## src/rtl/alu_reg_iq.sv

```systemverilog
// Age-ordered issue queue for ALU reg-reg ops, waking operands from the banked writeback bus.
// Optional perf counters are enabled with `define ALU_REG_IQ_PERF_EN.

package core_types_pkg;
  localparam int unsigned LOG_PR_COUNT       = 7;
  localparam int unsigned LOG_PRF_BANK_COUNT = 2;
  localparam int unsigned PRF_BANK_COUNT     = 4;
  localparam int unsigned LOG_ROB_ENTRIES    = 7;

  typedef struct packed {
    logic [3:0]                 op;
    logic [LOG_PR_COUNT-1:0]    a_pr;
    logic [LOG_PR_COUNT-1:0]    b_pr;
    logic                       a_ready;
    logic                       b_ready;
    logic                       a_zero;
    logic                       b_zero;
    logic [LOG_PR_COUNT-1:0]    dest_pr;
    logic [LOG_ROB_ENTRIES-1:0] rob_index;
  } alu_reg_iq_entry_t;
endpackage

module alu_reg_iq
  import core_types_pkg::*;
#(
  parameter int unsigned ALU_REG_IQ_ENTRIES = 8
) (
  input  logic                                 CLK,
  input  logic                                 RST,
`ifdef ALU_REG_IQ_PERF_EN
  output logic [31:0]                          perf_issue_count,
  output logic [31:0]                          perf_full_cycles,
`endif
  input  logic                                 dispatch_valid,
  input  logic [3:0]                           dispatch_op,
  input  logic [LOG_PR_COUNT-1:0]              dispatch_A_PR,
  input  logic                                 dispatch_A_ready,
  input  logic                                 dispatch_A_is_zero,
  input  logic [LOG_PR_COUNT-1:0]              dispatch_B_PR,
  input  logic                                 dispatch_B_ready,
  input  logic                                 dispatch_B_is_zero,
  input  logic [LOG_PR_COUNT-1:0]              dispatch_dest_PR,
  input  logic [LOG_ROB_ENTRIES-1:0]           dispatch_ROB_index,
  output logic                                 dispatch_ready,
  input  logic [PRF_BANK_COUNT-1:0]            WB_bus_valid_by_bank,
  input  logic [PRF_BANK_COUNT-1:0][LOG_PR_COUNT-LOG_PRF_BANK_COUNT-1:0] WB_bus_upper_PR_by_bank,
  input  logic                                 pipeline_ready,
  output logic                                 issue_valid,
  output logic [3:0]                           issue_op,
  output logic                                 issue_A_forward,
  output logic                                 issue_A_is_zero,
  output logic [LOG_PRF_BANK_COUNT-1:0]        issue_A_bank,
  output logic                                 issue_B_forward,
  output logic                                 issue_B_is_zero,
  output logic [LOG_PRF_BANK_COUNT-1:0]        issue_B_bank,
  output logic [LOG_PR_COUNT-1:0]              issue_dest_PR,
  output logic [LOG_ROB_ENTRIES-1:0]           issue_ROB_index,
  output logic                                 PRF_req_A_valid,
  output logic [LOG_PR_COUNT-1:0]              PRF_req_A_PR,
  output logic                                 PRF_req_B_valid,
  output logic [LOG_PR_COUNT-1:0]              PRF_req_B_PR
);

  localparam int unsigned N       = ALU_REG_IQ_ENTRIES;
  localparam int unsigned IDX_W   = $clog2(ALU_REG_IQ_ENTRIES);
  localparam int unsigned CNT_W   = $clog2(ALU_REG_IQ_ENTRIES) + 1;
  localparam int unsigned LB      = LOG_PRF_BANK_COUNT;
  localparam int unsigned UPPER_W = LOG_PR_COUNT - LOG_PRF_BANK_COUNT;

  alu_reg_iq_entry_t entries_q [N];
  alu_reg_iq_entry_t entries_d [N];
  alu_reg_iq_entry_t woken     [N+1];
  alu_reg_iq_entry_t sel_e;
  alu_reg_iq_entry_t disp_e;

  logic [CNT_W-1:0] count_q;
  logic [CNT_W-1:0] count_d;
  logic [CNT_W-1:0] count_after;
  logic [N-1:0]     wake_a;
  logic [N-1:0]     wake_b;
  logic [N-1:0]     issuable;
  logic [IDX_W-1:0] sel_idx;
  logic             any_issuable;
  logic             dispatch_fire;

  // A PR wakes when its bank broadcasts a matching upper part this cycle.
  function automatic logic pr_wake(input logic [LOG_PR_COUNT-1:0] pr,
                                   input logic [PRF_BANK_COUNT-1:0] vld,
                                   input logic [PRF_BANK_COUNT-1:0][UPPER_W-1:0] upper);
    logic [LB-1:0] bank;
    bank = pr[LB-1:0];
    return vld[bank] && (upper[bank] == pr[LOG_PR_COUNT-1:LB]);
  endfunction

  assign dispatch_ready = (count_q < CNT_W'(N));
  assign issue_valid    = any_issuable & pipeline_ready;

  // Wakeup and oldest-first select; index 0 holds the oldest entry.
  always_comb begin : wake_select
    wake_a       = '0;
    wake_b       = '0;
    issuable     = '0;
    sel_idx      = '0;
    any_issuable = 1'b0;
    for (int i = 0; i < int'(N); i++) begin
      wake_a[i]   = pr_wake(entries_q[i].a_pr, WB_bus_valid_by_bank, WB_bus_upper_PR_by_bank);
      wake_b[i]   = pr_wake(entries_q[i].b_pr, WB_bus_valid_by_bank, WB_bus_upper_PR_by_bank);
      issuable[i] = (CNT_W'(i) < count_q)
                    && (entries_q[i].a_ready || entries_q[i].a_zero || wake_a[i])
                    && (entries_q[i].b_ready || entries_q[i].b_zero || wake_b[i]);
    end
    for (int i = int'(N) - 1; i >= 0; i--) begin
      if (issuable[i]) begin
        any_issuable = 1'b1;
        sel_idx      = IDX_W'(i);
      end
    end
  end

  always_comb begin : issue_outputs
    sel_e           = entries_q[sel_idx];
    issue_op        = '0;
    issue_A_forward = 1'b0;
    issue_A_is_zero = 1'b0;
    issue_A_bank    = '0;
    issue_B_forward = 1'b0;
    issue_B_is_zero = 1'b0;
    issue_B_bank    = '0;
    issue_dest_PR   = '0;
    issue_ROB_index = '0;
    PRF_req_A_valid = 1'b0;
    PRF_req_A_PR    = '0;
    PRF_req_B_valid = 1'b0;
    PRF_req_B_PR    = '0;
    if (issue_valid) begin
      issue_op        = sel_e.op;
      issue_A_forward = ~sel_e.a_ready & ~sel_e.a_zero & wake_a[sel_idx];
      issue_A_is_zero = sel_e.a_zero;
      issue_A_bank    = sel_e.a_pr[LB-1:0];
      issue_B_forward = ~sel_e.b_ready & ~sel_e.b_zero & wake_b[sel_idx];
      issue_B_is_zero = sel_e.b_zero;
      issue_B_bank    = sel_e.b_pr[LB-1:0];
      issue_dest_PR   = sel_e.dest_pr;
      issue_ROB_index = sel_e.rob_index;
      PRF_req_A_valid = sel_e.a_ready & ~sel_e.a_zero;
      PRF_req_A_PR    = sel_e.a_pr;
      PRF_req_B_valid = sel_e.b_ready & ~sel_e.b_zero;
      PRF_req_B_PR    = sel_e.b_pr;
    end
  end

  // Capture wakeups, compact over the issued slot, then append the dispatched op.
  always_comb begin : next_state
    dispatch_fire = dispatch_valid & dispatch_ready;
    count_after   = count_q - CNT_W'(issue_valid);
    for (int i = 0; i < int'(N); i++) begin
      woken[i]         = entries_q[i];
      woken[i].a_ready = entries_q[i].a_ready | wake_a[i];
      woken[i].b_ready = entries_q[i].b_ready | wake_b[i];
    end
    woken[N] = '0;
    for (int i = 0; i < int'(N); i++) begin
      entries_d[i] = (issue_valid && (IDX_W'(i) >= sel_idx)) ? woken[i+1] : woken[i];
    end
    disp_e.op        = dispatch_op;
    disp_e.a_pr      = dispatch_A_PR;
    disp_e.b_pr      = dispatch_B_PR;
    disp_e.a_ready   = dispatch_A_ready
                       | pr_wake(dispatch_A_PR, WB_bus_valid_by_bank, WB_bus_upper_PR_by_bank);
    disp_e.b_ready   = dispatch_B_ready
                       | pr_wake(dispatch_B_PR, WB_bus_valid_by_bank, WB_bus_upper_PR_by_bank);
    disp_e.a_zero    = dispatch_A_is_zero;
    disp_e.b_zero    = dispatch_B_is_zero;
    disp_e.dest_pr   = dispatch_dest_PR;
    disp_e.rob_index = dispatch_ROB_index;
    if (dispatch_fire) begin
      entries_d[count_after[IDX_W-1:0]] = disp_e;
    end
    count_d = count_after + CNT_W'(dispatch_fire);
  end

  always_ff @(posedge CLK or posedge RST) begin : state_regs
    if (RST) begin
      count_q <= '0;
      for (int i = 0; i < int'(N); i++) begin
        entries_q[i] <= '0;
      end
    end else begin
      count_q   <= count_d;
      entries_q <= entries_d;
    end
  end

`ifdef ALU_REG_IQ_PERF_EN
  logic [31:0] perf_issue_q;
  logic [31:0] perf_full_q;

  always_ff @(posedge CLK or posedge RST) begin : perf_regs
    if (RST) begin
      perf_issue_q <= '0;
      perf_full_q  <= '0;
    end else begin
      perf_issue_q <= perf_issue_q + 32'(issue_valid);
      perf_full_q  <= perf_full_q + 32'(~dispatch_ready);
    end
  end

  assign perf_issue_count = perf_issue_q;
  assign perf_full_cycles = perf_full_q;
`endif

endmodule

```

## config.mk

```make
export PLATFORM = sky130hd
export DESIGN_NAME = alu_reg_iq
export DESIGN_NICKNAME = d
export VERILOG_FILES = /design/src/rtl/alu_reg_iq.sv
export SDC_FILE = /design/constraint.sdc
export NUM_CORES = 1
export LEC_CHECK = 0
export ABC_AREA = 1
export CAP_MARGIN = 25
export CELL_PAD_IN_SITES_DETAIL_PLACEMENT = 1
export CELL_PAD_IN_SITES_GLOBAL_PLACEMENT = 2
export CORE_MARGIN = 5
export CORE_UTILIZATION = 39
export DETAILED_ROUTE_END_ITERATION = 8
export DONT_BUFFER_PORTS = 1
export PLACE_DENSITY = 0.88
export SLEW_MARGIN = 25
export SYNTH_ARGS = -nofsm -noshare
export SYNTH_HDL_FRONTEND = slang
export SYNTH_SLANG_ARGS = --single-unit
```

## constraint.sdc

```tcl
create_clock -name CLK -period 16.5 [get_ports CLK]
set_clock_uncertainty 0.05 [all_clocks]
set_input_delay 2.475 -clock CLK [delete_from_list [all_inputs] [get_ports CLK]]
set_output_delay 2.475 -clock CLK [all_outputs]
set_load 0.1 [all_outputs]
```

==> summary.md, run 1 <==
| Metric | Value |
|---|---|
| Antenna-violating nets left | `0` |
| Clock Tree Buf Depth | `3` |
| Cells after Synth | `3463` |
| Outcome | `completed` |
| RSZ-0062 raised after global routing | `no` |
| Die span in y | `246 um` |
| CP Class | `input pin to output port` |
| First-pass GRT wire length | `154 mm` |
| Hold Crit Class | `register to register` |
| Vias per cell | `6.10` |
| Antenna diode count | `0` |
| Fillers | `7252` |
| Final Util | `0.418` |
| DRT Pass-1 Iters | `6` |
| Fraction of layout cells with a size suffix above 1 | `0.0502` |
| Sequential fraction of the synthesis area | `0.336` |
| Netlist Area Pre-Place | `21700 sq um` |
| CP max stage delay | `0.82 ns` |
| Max Freq | `0.0972 GHz` |
| Clk_lat worst skew | `0.58 ns` |
| Startpoint types | `input pin` |
| Seq. cell area | `7310 sq um` |
| R2R setup slack | `9.20 ns` |
| CP Max Fanout | `38` |
| NumNets Final | `3308` |
| Ys Warns | `0` |
| Post-synth ARST share | `1.00` |
| Clock Sinks | `292` |
| Vias | `24500` |
| CTS clk-pin slew, worst paths | `0.06 ns` |
| Final WL | `104 mm` |
| Die ar. | `60500 sq um` |
| GRT Total Usage | `0.333` |
| Width of the die | `246 um` |
| Area of the multi-input gates | `12000 sq um` |
| Post_cts resized | `0` |
| Antenna violations before repair | `1` |
| Gpl congestion | `0.925` |
| Clock tree from TritonCTS | `built` |
| Row Count | `86` |
| Clk root buf | `clkbuf_16` |
| Setup violators final | `0` |
| Pin count of the biggest net entering global routing | `151` |
| Final Critical Period | `10.28 ns` |
| Core area | `55200 sq um` |
| CTS Buf Count | `38` |
| Total gr overflow | `0` |
| Slowest CP cell | `nand3_1` |
| Crit path buf inv count | `2` |
| Critical-path cell list | `inv_2, o21ai_1, nand2_1, o22ai_1, nor2_1, nand3b_1, nand2_1, nand3_4, nand2_2, nor2_2, nand2_2, nand3_4, inv_2, nand2_4, a21oi_1, o21ai_0, nand3_1` |
| Final Hold Viols | `0` |
| Avg Cell Area, Syn | `6.28 sq um` |
| Syn nets | `3530` |
| Maxcap violations | `0` |
| Number of distinct library cells after synthesis | `42` |
| Placed cell areas | `21700 sq um` |
| Top FF cell, synth | `dfrtp_1` |
| Fin. max-slew vios | `0` |
| Critical path arrival | `7.76 ns` |
| Max_slew headroom | `0.271` |
| Final period util | `0.623` |
| Cell family with the largest share of critical-path delay | `simple AND/OR/NAND/NOR gates` |
| DRC errors left | `0` |
| Hold buffer count at cts | `0` |
| Setup ws final | `6.22 ns` |
| Critical Path RT | `13.98 ns` |
| Fin area | `23100 sq um` |
| I/O pins | `108` |
| Final HPWL DP | `67.0 mm` |
| Setup TNS | `0 ns` |
| Pre-CTS WS | `6.09 ns` |
| Port Buffer Count | `0` |
| Setup crit end kind | `output port` |
| Vias in the first global route | `24600` |
| Area growth syn-to-layout | `6.12%` |
| WL per Instance | `25.8 um` |
| H-tree Lvls | `2` |
| DR iter-0 viols | `2513` |
| Initial Util | `0.394` |
| Worst-Margin Slew | `1.09 ns` |
| Synthesized flop and latch total | `292` |
| EDFF count, synth | `0` |
| Post-CTS Setup Repair Bufs | `0` |
[cell usage in the layout, fill, tap and decap left out, types with 23 or more instances in the layout]
cell type	Yosys	final
o22ai_1	49	49
nand3_1	470	467
o21ai_1	40	40
o21ai_0	165	165
buf_4	29	24
a31oi_1	112	112
o211ai_1	88	88
inv_1	266	264
clkbuf_16	0	38
inv_2	23	23
dfrtp_1	292	292
a21oi_1	132	132
nor2_1	277	267
nand2_1	1152	1139
[Yosys cell counts (5+ instances only)]
master | number | area (sq um)
nand2_2 | 9 | 56.3
o211ai_1 | 88 | 661
o21ai_0 | 165 | 826
clkbuf_1 | 105 | 394
buf_1 | 7 | 26.3
nand3_1 | 470 | 2350
inv_1 | 266 | 998
a32o_1 | 5 | 50.1
dfrtp_1 | 292 | 7310
buf_2 | 152 | 761
buf_4 | 29 | 218
a31oi_1 | 112 | 701
a22oi_1 | 15 | 113
xor2_1 | 21 | 184
nand2_1 | 1152 | 4320
xnor2_1 | 11 | 96.3
nor2_1 | 277 | 1040
o21ai_1 | 40 | 200
inv_2 | 23 | 86.3
o22ai_1 | 49 | 307
a21oi_1 | 132 | 661
nand3b_1 | 12 | 90.1
[tightest hold or removal path, stage by stage, from the launching register on]
cell	delay [ns]
dfrtp_1	0.37
nand2_1	0.06
a31oi_1	0.06
[final cells by class]
cell class | count | area share
flip-flops and latches | 292 | 0.317
repair buffers | 33 | 0.0163
well taps | 748 | 0.0406
clock buffers | 57 | 0.0487
multi-input cells | 2581 | 0.522
clock inverters | 8 | 0.00689
inverters | 295 | 0.0486
[layer usage]
metal / vias to the layer above / wire length, um / global-route usage
li1: 10800 / - / -
met1: 12200 / 41400 / 0.430
met3: 247 / 8830 / 0.0539
met4: 0 / 4980 / 0.146
met2: 1178 / 48600 / 0.552
met5: - / 0 / 0
[final timing paths]
path | start | endpoint | cells after the start
worst min register to register | entries_q[37] | entries_q[37] | 2
max in group asynchronous | RST | entries_q[17] | 2
worst max register to register | entries_q[270] | entries_q[48] | 25
worst max-delay path | WB_bus_upper_PR_by_bank[3] | PRF_req_A_PR[4] | 17
worst min-delay path | entries_q[37] | entries_q[37] | 2
min in group asynchronous | RST | entries_q[5] | 1
[logic make-up (layout without fill, tap and decap cells)]
logic type      count (synthesis)  count (layout)  synth area share
flops                         292             292             0.336
fa+ha+maj                       3               3           0.00173
compound gates                613             613             0.165
simple gates                 1933            1933             0.367
buf+inv                       590             393             0.116
xor+xnor                       32              32            0.0129
[flip-flops by register name, summed over array words and instances (netlist names)]
signal	flops
count_q	4
entries_q	288
[stage by stage]
stage | hold slack (ns) | instances
floorplan | 0.442 | 3463
global placement | 0.458 | 3943
detailed placement | 0.475 | 3947
CTS | 0.487 | 4012
global route | 0.514 | 4014
finish | 0.488 | 4014
Power of run 1 is left out: the tool's default activity adds up to more than one toggle a clock period on the data nets, which glitch-free logic cannot reach.
==> inputs of run 2 (changes only) <==
--- a/config.mk
+++ b/config.mk
@@ -10,10 +10,10 @@
 export CELL_PAD_IN_SITES_DETAIL_PLACEMENT = 1
 export CELL_PAD_IN_SITES_GLOBAL_PLACEMENT = 2
 export CORE_MARGIN = 5
-export CORE_UTILIZATION = 39
+export CORE_UTILIZATION = 36
 export DETAILED_ROUTE_END_ITERATION = 8
 export DONT_BUFFER_PORTS = 1
-export PLACE_DENSITY = 0.88
+export PLACE_DENSITY = 0.82
 export SLEW_MARGIN = 25
 export SYNTH_ARGS = -nofsm -noshare
 export SYNTH_HDL_FRONTEND = slang
==> constraint.sdc (replaced) <==
create_clock -name CLK -period 9.7 [get_ports CLK]
set_clock_uncertainty 0.05 [all_clocks]
set_input_delay 1.455 -clock CLK [delete_from_list [all_inputs] [get_ports CLK]]
set_output_delay 1.455 -clock CLK [all_outputs]
set_load 0.1 [all_outputs]
==> summary.md, run 2 (synthesized netlist as in run 1, its figures left out) <==
| Metric | Value |
|---|---|
| Final period util | `0.792` |
| Slowest CP cell | `nor2_4 (was nand3_1)` |
| Row Count | `90 (was 86)` |
| Port Buffer Count | `0 (unchanged)` |
| Clock tree from TritonCTS | `built (unchanged)` |
| Vias in the first global route | `24800 (was 24600)` |
| Gpl congestion | `0.893 (was 0.925)` |
| CP max stage delay | `0.88 ns (was 0.82 ns)` |
| WL per Instance | `26.7 um (was 25.8 um)` |
| Hold buffer count at cts | `0 (unchanged)` |
| Vias | `24400 (was 24500)` |
| Maxcap violations | `0 (unchanged)` |
| I/O pins | `108 (unchanged)` |
| Core area | `60000 sq um (was 55200 sq um)` |
| DR iter-0 viols | `2019 (was 2513)` |
| DRT Pass-1 Iters | `5 (was 6)` |
| Final Hold Viols | `0 (unchanged)` |
| Commonest non-fill, non-tap cells in the layout | `nand2_1 (1140), nand3_1 (469), dfrtp_1 (292) (was nand2_1 (1139), nand3_1 (467), dfrtp_1 (292))` |
| Clk_lat worst skew | `0.60 ns (was 0.58 ns)` |
| Setup crit end kind | `output port (unchanged)` |
| Fin. max-slew vios | `0 (unchanged)` |
| Initial Util | `0.362 (was 0.394)` |
| Final Hold Slack | `0.485 ns (was 0.488 ns)` |
| Outcome | `completed (unchanged)` |
| Antenna-violating nets left | `0 (unchanged)` |
| Die ar. | `65400 sq um (was 60500 sq um)` |
| Vias per cell | `5.98 (was 6.10)` |
| Clock Sinks | `292 (unchanged)` |
| Critical Path RT | `8.20 ns (was 13.98 ns)` |
| Antenna violations before repair | `0 (was 1)` |
| Met2 wire len | `50.7 mm (was 48.6 mm)` |
| Clk root buf | `clkbuf_16 (unchanged)` |
| Worst-Margin Slew | `1.13 ns (was 1.09 ns)` |
| Critical path arrival | `6.18 ns (was 7.76 ns)` |
| Final Critical Period | `7.68 ns` |
| Reg2reg path depth | `23 (was 25)` |
| RSZ-0062 raised after global routing | `no (unchanged)` |
| Area growth syn-to-layout | `7.43% (was 6.12%)` |
| Fraction of layout cells with a size suffix above 1 | `0.0559 (was 0.0502)` |
| Top Layer Used | `met4 (unchanged)` |
| Top reg by flops | `entries_q (unchanged)` |
| CP Class | `input pin to output port (unchanged)` |
| Post_cts resized | `0 (unchanged)` |
| CTS clk-pin slew, worst paths | `0.06 ns (about the same)` |
| Die span in y | `256 um (was 246 um)` |
| Clock Tree Buf Depth | `3 (unchanged)` |
| CTS Buf Count | `40 (was 38)` |
| Max Freq | `0.130 GHz` |
| GRT Total Usage | `0.319 (was 0.333)` |
| DRC errors left | `0 (unchanged)` |
| Width of the die | `256 um (was 246 um)` |
| NumNets Final | `3330 (was 3308)` |
| Max reg flops | `288 (unchanged)` |
| Critical-path cell list | `inv_2, o21ai_1, nand2_1, o22ai_1, nor2_1, nand3b_1, nand2_1, nand3_4, nand2_2, nor2_2, nand2_2, nand2_2, buf_4, nor2_4, buf_4, nand3_1, nand2_1 (was inv_2, o21ai_1, nand2_1, o22ai_1, nor2_1, nand3b_1, nand2_1, nand3_4, nand2_2, nor2_2, nand2_2, nand3_4, inv_2, nand2_4, a21oi_1, o21ai_0, nand3_1)` |
| CP Max Fanout | `27 (was 38)` |
| Biggest regs | `entries_q x288, count_q x4 (unchanged)` |
| Hold path depth | `2 (unchanged)` |
| Total gr overflow | `0 (unchanged)` |
| Max_slew headroom | `0.246 (was 0.271)` |
| Metal-1 WL | `45.2 mm (was 41.4 mm)` |
| First-pass GRT wire length | `161 mm (was 154 mm)` |
| Post-CTS Setup Repair Bufs | `0 (unchanged)` |
| Final WL | `109 mm (was 104 mm)` |
| Most common cell after layout, fill and taps aside | `nand2_1 (unchanged)` |
| Setup violators final | `0 (unchanged)` |
| Final HPWL DP | `68.9 mm (was 67.0 mm)` |
| Setup TNS | `0 ns (unchanged)` |
| Startpoint types | `input pin (unchanged)` |
| Met3 Routed Length | `7.75 mm (was 8.83 mm)` |
| Hold Crit Class | `register to register (unchanged)` |
| H-tree Lvls | `2 (unchanged)` |
| Pin count of the biggest net entering global routing | `166 (was 151)` |
-- run 2: changes by cell type in the layout (fill, tap and decap cells not counted), sizes merged --
cell | before | now
diode | 0 | 1
inv | 291 | 290
clkbuf | 58 | 60
clkinv | 9 | 14
buf | 32 | 53
-- run 2: worst paths after layout --
kind | from | slack, ns | end
hold / removal | entries_q[101] | 0.49 | entries_q[137]
hold reg to reg | entries_q[101] | 0.49 | entries_q[137]
setup / recovery | WB_bus_upper_PR_by_bank[3] | 2.02 | issue_op[2]
setup reg to reg | entries_q[235] | 2.67 | entries_q[19]
min in group asynchronous | RST | 0.63 | entries_q[185]
max in group asynchronous | RST | 7.63 | entries_q[199]
-- run 2: critical path, delay by kind of cell --
| kind | cells | cell delay, ns |
|---|---|---|
| and+or+nand+nor | 12 | 3.40 |
| AOI/OAI and AO/OA | 2 | 0.20 |
| buffers and inverters | 3 | 1.05 |
-- run 2: layout make-up --
class,instances,area [sq um]
clock inverter,12,200
fill,7761,36700
tap,782,978
inverter,295,1120
sequential,292,7310
antenna,1,2.50
clock buffer,60,1160
multi-input combinational,2581,12000
timing repair buffer,53,581
-- run 2: through the flow --
stage          area (sq um)  utilization  setup slack, ns  instances
2_1_floorplan         21700            -            0.133       3463
3_3_place_gp          21800        0.364             2.18       3997
3_5_place_dp          21900        0.365             2.12       3999
4_1_cts               23200        0.387             2.12       4071
5_1_grt               23300        0.389             1.84       4075
6_report              23300        0.389             2.02       4076
-- run 2: metal layers --
metal | GRT usage | up-vias
met5 | 0 | -
met1 | 0.407 | 12300
met4 | 0.134 | 0
met3 | 0.0580 | 263
li1 | - | 10900
met2 | 0.533 | 973
Power of run 2 is left out for the same reason.
